[src/rtl/fsmc_slave_ctrl.sv]
// FSMC slave bus controller: synchronizes the MCU strobes, turns writes into single-cycle
// internal strobes and services reads through the pin buffer's registered output path.
`ifndef FSMC_WIDTH
`define FSMC_WIDTH 16
`endif

module fsmc_slave_ctrl #(
    parameter int ADDR_W  = 8,
    parameter int TIMEOUT = 15
) (
    input  logic                     clk,
    input  logic                     rst,
    input  logic                     fsmc_ne,
    input  logic                     fsmc_noe,
    input  logic                     fsmc_nwe,
    input  logic [ADDR_W-1:0]        fsmc_a,
    input  logic [`FSMC_WIDTH-1:0]   buf_outp,
    output logic [`FSMC_WIDTH-1:0]   buf_inp,
    output logic                     buf_oe,
    output logic                     wr_en,
    output logic [ADDR_W-1:0]        wr_addr,
    output logic [`FSMC_WIDTH-1:0]   wr_data,
    output logic                     rd_req,
    output logic [ADDR_W-1:0]        rd_addr,
    input  logic [`FSMC_WIDTH-1:0]   rd_data,
    input  logic                     rd_valid,
    output logic                     bus_err
);

    localparam int DW    = `FSMC_WIDTH;
    localparam int CNT_W = $clog2(TIMEOUT + 1);

    typedef enum logic [2:0] {
        IDLE       = 3'd0,
        WRITE      = 3'd1,
        READ_REQ   = 3'd2,
        READ_LOAD  = 3'd3,
        READ_DRIVE = 3'd4
    } state_t;

    state_t             state_q, state_d;
    // bit 0: first stage, bit 1: synchronized level, bit 2: previous synchronized level
    logic [2:0]         ne_sync_q, ne_sync_d;
    logic [2:0]         noe_sync_q, noe_sync_d;
    logic [2:0]         nwe_sync_q, nwe_sync_d;
    logic [CNT_W-1:0]   cnt_q, cnt_d;
    logic [ADDR_W-1:0]  wr_addr_q, wr_addr_d;
    logic [ADDR_W-1:0]  rd_addr_q, rd_addr_d;
    logic [DW-1:0]      wr_data_q, wr_data_d;
    logic [DW-1:0]      buf_inp_q, buf_inp_d;
    logic               wr_en_q, wr_en_d;
    logic               rd_req_q, rd_req_d;
    logic               bus_err_q, bus_err_d;
    logic               buf_oe_q, buf_oe_d;

    logic ne_s, noe_s, nwe_s;
    logic noe_fall, nwe_fall, nwe_rise;

    assign ne_s     = ne_sync_q[1];
    assign noe_s    = noe_sync_q[1];
    assign nwe_s    = nwe_sync_q[1];
    assign noe_fall = ~noe_sync_q[1] & noe_sync_q[2];
    assign nwe_fall = ~nwe_sync_q[1] & nwe_sync_q[2];
    assign nwe_rise = nwe_sync_q[1] & ~nwe_sync_q[2];

    // Next-state and output decode.
    always_comb begin
        ne_sync_d  = {ne_sync_q[1:0], fsmc_ne};
        noe_sync_d = {noe_sync_q[1:0], fsmc_noe};
        nwe_sync_d = {nwe_sync_q[1:0], fsmc_nwe};
        state_d    = state_q;
        cnt_d      = cnt_q;
        wr_addr_d  = wr_addr_q;
        rd_addr_d  = rd_addr_q;
        wr_data_d  = wr_data_q;
        buf_inp_d  = buf_inp_q;
        wr_en_d    = 1'b0;
        rd_req_d   = 1'b0;
        bus_err_d  = 1'b0;
        buf_oe_d   = 1'b0;
        case (state_q)
            IDLE: begin
                if (!noe_s && !nwe_s && (noe_fall || nwe_fall)) begin
                    bus_err_d = 1'b1;
                end else if (!ne_s && nwe_fall) begin
                    wr_addr_d = fsmc_a;
                    state_d   = WRITE;
                end else if (!ne_s && noe_fall) begin
                    rd_addr_d = fsmc_a;
                    rd_req_d  = 1'b1;
                    cnt_d     = '0;
                    state_d   = READ_REQ;
                end else begin
                    state_d = IDLE;
                end
            end
            WRITE: begin
                if (nwe_rise) begin
                    wr_data_d = buf_outp;
                    wr_en_d   = 1'b1;
                    state_d   = IDLE;
                end else if (ne_s) begin
                    bus_err_d = 1'b1;
                    state_d   = IDLE;
                end else begin
                    state_d = WRITE;
                end
            end
            READ_REQ: begin
                cnt_d = cnt_q + CNT_W'(1);
                if (noe_s || ne_s) begin
                    state_d = IDLE;
                end else if (rd_valid) begin
                    buf_inp_d = rd_data;
                    state_d   = READ_LOAD;
                end else if (cnt_d == CNT_W'(TIMEOUT)) begin
                    buf_inp_d = {DW{1'b1}};
                    bus_err_d = 1'b1;
                    state_d   = READ_LOAD;
                end else begin
                    state_d = READ_REQ;
                end
            end
            READ_LOAD: begin
                // never turn the pins around once the MCU has already released the bus
                if (noe_s || ne_s) begin
                    state_d = IDLE;
                end else begin
                    buf_oe_d = 1'b1;
                    state_d  = READ_DRIVE;
                end
            end
            READ_DRIVE: begin
                if (noe_s || ne_s) begin
                    state_d = IDLE;
                end else begin
                    buf_oe_d = 1'b1;
                    state_d  = READ_DRIVE;
                end
            end
            default: begin
                state_d = IDLE;
            end
        endcase
    end

    // State, synchronizer and output registers.
    always_ff @(posedge clk or posedge rst) begin
        if (rst) begin
            state_q    <= IDLE;
            ne_sync_q  <= 3'b111;
            noe_sync_q <= 3'b111;
            nwe_sync_q <= 3'b111;
            cnt_q      <= '0;
            wr_addr_q  <= '0;
            rd_addr_q  <= '0;
            wr_data_q  <= '0;
            buf_inp_q  <= '0;
            wr_en_q    <= 1'b0;
            rd_req_q   <= 1'b0;
            bus_err_q  <= 1'b0;
            buf_oe_q   <= 1'b0;
        end else begin
            state_q    <= state_d;
            ne_sync_q  <= ne_sync_d;
            noe_sync_q <= noe_sync_d;
            nwe_sync_q <= nwe_sync_d;
            cnt_q      <= cnt_d;
            wr_addr_q  <= wr_addr_d;
            rd_addr_q  <= rd_addr_d;
            wr_data_q  <= wr_data_d;
            buf_inp_q  <= buf_inp_d;
            wr_en_q    <= wr_en_d;
            rd_req_q   <= rd_req_d;
            bus_err_q  <= bus_err_d;
            buf_oe_q   <= buf_oe_d;
        end
    end

    assign buf_inp = buf_inp_q;
    assign buf_oe  = buf_oe_q;
    assign wr_en   = wr_en_q;
    assign wr_addr = wr_addr_q;
    assign wr_data = wr_data_q;
    assign rd_req  = rd_req_q;
    assign rd_addr = rd_addr_q;
    assign bus_err = bus_err_q;

endmodule

[config.mk]
export PLATFORM = sky130hd
export DESIGN_NAME = fsmc_slave_ctrl
export DESIGN_NICKNAME = d
export VERILOG_FILES = /design/src/rtl/fsmc_slave_ctrl.sv
export SDC_FILE = /design/constraint.sdc
export NUM_CORES = 1
export LEC_CHECK = 0
export CAP_MARGIN = 20
export CORE_MARGIN = 2
export CORE_UTILIZATION = 47
export CTS_BUF_LIST = sky130_fd_sc_hd__clkbuf_16
export DETAILED_ROUTE_END_ITERATION = 10
export PLACE_DENSITY = 0.87
export SYNTH_ARGS = -nofsm -noshare
export SYNTH_HDL_FRONTEND = slang
export SYNTH_SLANG_ARGS = --single-unit
[constraint.sdc]
create_clock -name clk -period 6.45 [get_ports clk]
set_clock_uncertainty 0.15 [all_clocks]
set_input_delay 1.935 -clock clk [delete_from_list [all_inputs] [get_ports clk]]
set_output_delay 1.935 -clock clk [all_outputs]
set_load 0.01 [all_outputs]
==> flow_metrics.env <==
export IMPL_min_from="ne_sync_q[0]$_DFF_PP1_"
export IMPL_io_buffers=97
export IMPL_leakage_nw=1.62
export IMPL_n_antenna_cell=0
export IMPL_h_tree_depth=3
export IMPL_end_kind="output pin"
export IMPL_seq_area_frac_synth_pct=65.2
export IMPL_dp_hpwl_um=4010
export IMPL_path_cells="clkdlybuf4s50_1"
export IMPL_final_cell_mix="97 x clkdlybuf4s50_1, 59 x dfrtp_1, 32 x mux2_2"
export IMPL_placedCellCount=345
export IMPL_cap_violations=0
export IMPL_avgSynthCellArea_sq_um=14.3
export IMPL_cts_root_buf="clkbuf_16"
export IMPL_fin_crit_sh_pct=51.9
export IMPL_grt_pass1_wl_um=9840
export IMPL_drt_wl_total_um=5970
export IMPL_reg2reg_depth=4
export IMPL_rows=27
export IMPL_dr_pass1_iters=4
export IMPL_r2r_slack_ns=4.19
export IMPL_power_density_nw_per_um2=350
export IMPL_finalPower_mw=1.37
export IMPL_drtIter0Drc=55
export IMPL_grt_total_usage_pct=21.3
export IMPL_path_clk_slew_ns=0.05
export IMPL_peakVddDrop_uv=216
export IMPL_slew_headroom_pct=45.5
export IMPL_comb_power_share_pct=25.2
export IMPL_cts_buffer_depth=2
export IMPL_r2r_start="state_q[0]$_DFFE_PP0N_"
export IMPL_utilization_pct=72.2
export IMPL_synth_cell_types=34
export IMPL_drv_slew=0
export IMPL_netlist_instances=181
export IMPL_clock_sinks=67
export IMPL_p_seq_share_pct=41.6
export IMPL_critical_path_max_fanout=2
export IMPL_hold_path_class="reg2reg"
export IMPL_multi_input_area_sq_um=840
export IMPL_final_area_sq_um=3900
export IMPL_nets=332
export IMPL_final_common_cell="clkdlybuf4s50_1"
export IMPL_startpoint="rd_addr[2]$_DFFE_PP0P_"
export IMPL_status="finished clean"
export IMPL_via_per_inst=5.11
export IMPL_arrival_ns=1.26
export IMPL_worst_pin_slew_ns=0.818
export IMPL_num_fill_cells=376
export IMPL_instances_no_fill=361
export IMPL_antenna_found_initial=0
export IMPL_fp_dieArea_sq_um=6110
export IMPL_cpMaxStageDelayCell="clkdlybuf4s50_1"
export IMPL_fp_dieH_um=78.2
export IMPL_vias=1846
export IMPL_rsz0062_at_grt="no"
export IMPL_worstSetupStartpointType="register"
export IMPL_io_pins=98
export IMPL_finalHoldViolCount=0
export IMPL_pwr_share_clk_pct=33.2
export IMPL_initial_core_util_pct=47.9
export IMPL_switching_share_pct=25.3
export IMPL_place_gp_congestion=0.799
export IMPL_worst_path_stages=1
export IMPL_worstReg2RegEnd="buf_inp[15]$_DFFE_PP0P_"
export IMPL_clk_latency_ns=0.32
export IMPL_critPathKind="reg2out"
export IMPL_crit_path_max_incr_delay_ns=0.57
export IMPL_min_path_cells=0
export IMPL_wl_per_cell_um=16.5
export IMPL_finalSetupViolCount=0
export IMPL_placed_area_sq_um=3620
export IMPL_cp_buffers_inverters=1
export IMPL_achievable_frequency_mhz=299
export IMPL_cts_resized=0
export IMPL_grt_pass1_vias=2022
export IMPL_grt_max_degree=68
export IMPL_finalSetupTns_ns=0
export IMPL_min_period_ns=3.35
export IMPL_postCtsSetupBuffers=0
export IMPL_numCtsBuffers=9
export IMPL_holdPathEnd="ne_sync_q[1]$_DFF_PP1_"
export IMPL_core_area_sq_um=5410
export IMPL_synth_warnings=0
export IMPL_ctsHoldBuffers=0
export IMPL_area_delta_synth_final_pct=50.9
export IMPL_drive_gt1_share_pct=19.0
export IMPL_cts_tree="yes"
export IMPL_dp_slack_ns=3.07
export IMPL_netSwitchingPower_uw=346
export IMPL_ys_seq_elements=67
export IMPL_whs_ns=0.204
export IMPL_die_w_um=78.2
export IMPL_cell_internal_pwr_mw=1.02
export IMPL_finalWorstSetupSlack_ns=3.10
export IMPL_synth_nets=229
export IMPL_grt_ovfl_total=0
export IMPL_cp_required_ns=4.37
export IMPL_ff_latch_area_sq_um=1690
export IMPL_syn_cell_area_sq_um=2590
export IMPL_crit_family="buffers and inverters"
export IMPL_drtAntennaViolNets=0
export IMPL_drc=0
metal layers:
layer  part of all wire [%]  track usage (%)  up-vias
li1                       -                -      866
met1                     40             24.9      902
met2                     49             35.0       72
met3                    9.6             8.85        6
met4                    1.1             8.42        0
met5                      0                0        -
synthesized netlist by cell type:
master | instances | area, sq um
a21boi_0 | 1 | 7.51
a21oi_1 | 2 | 10.0
a31oi_4 | 1 | 21.3
a32o_1 | 1 | 10.0
and2b_1 | 1 | 7.51
and3b_1 | 2 | 17.5
buf_2 | 1 | 5.00
buf_6 | 1 | 11.3
clkbuf_1 | 4 | 15.0
dfrtp_1 | 59 | 1480
dfstp_2 | 8 | 210
ha_1 | 2 | 25.0
inv_1 | 8 | 30.0
maj3_1 | 1 | 10.0
mux2_2 | 32 | 360
nand2_1 | 7 | 26.3
nand3_1 | 2 | 10.0
nand3b_1 | 1 | 7.51
nand4_1 | 1 | 6.26
nand4b_1 | 1 | 8.76
nor2_1 | 7 | 26.3
nor3_1 | 3 | 15.0
nor4_1 | 1 | 6.26
nor4bb_1 | 1 | 10.0
o2111ai_1 | 1 | 8.76
o21ai_0 | 8 | 40.0
o21bai_1 | 1 | 7.51
o22a_1 | 16 | 140
o31ai_1 | 2 | 15.0
o41ai_1 | 1 | 8.76
or3_1 | 1 | 6.26
or3_4 | 1 | 11.3
or3b_1 | 1 | 8.76
or4_1 | 1 | 7.51
final cells by class:
type / count / share of cell area (%)
sequential: 67 / 43.2
timing repair buffer: 98 / 25.1
multi-input combinational: 100 / 21.5
clock buffer: 9 / 5.77
tap: 72 / 2.31
clock inverter: 7 / 1.38
inverter: 8 / 0.769
worst max path at each step:
stage / endpoint / slack, ns
2_1_floorplan: buf_inp[0]$_DFFE_PP0P_ / 2.70
3_3_place_gp: buf_inp[3]$_DFFE_PP0P_ / 3.13
3_5_place_dp: buf_inp[12]$_DFFE_PP0P_ / 3.07
4_1_cts: rd_addr[2] / 3.10
5_1_grt: rd_addr[5] / 3.07
6_report: rd_addr[2] / 3.10
logic make-up (layout without fill, tap and decap cells):
kind of cell / Yosys count / after routing / share of synthesized area, %
simple gates: 31 / 31 / 6.77
mux: 32 / 32 / 13.9
flops: 67 / 67 / 65.2
compound gates: 34 / 34 / 10.4
fa+ha+maj: 3 / 3 / 1.35
buf+inv: 14 / 122 / 2.37
power by group through the flow:
stage / registers (mW) / logic, mW / clock network, mW
floorplan: 0.603 / 0.0953 / 0
global placement: 0.567 / 0.336 / 0
detailed placement: 0.573 / 0.344 / 0
CTS: 0.569 / 0.349 / 0.466
global route: 0.581 / 0.371 / 0.483
finish: 0.570 / 0.344 / 0.454
sequential cells by signal, summed over array words and instances (netlist names):
| register | cells |
|---|---|
| state_q | 3 |
| wr_data | 16 |
| buf_inp | 16 |
| noe_sync_q | 3 |
| nwe_sync_q | 3 |
| cnt_q | 4 |
| rd_addr | 8 |
| bus_err | 1 |
| wr_addr | 8 |
| rd_req | 1 |
| buf_oe | 1 |
| ne_sync_q | 2 |
| wr_en | 1 |
Power figures use the tool's default switching activity.
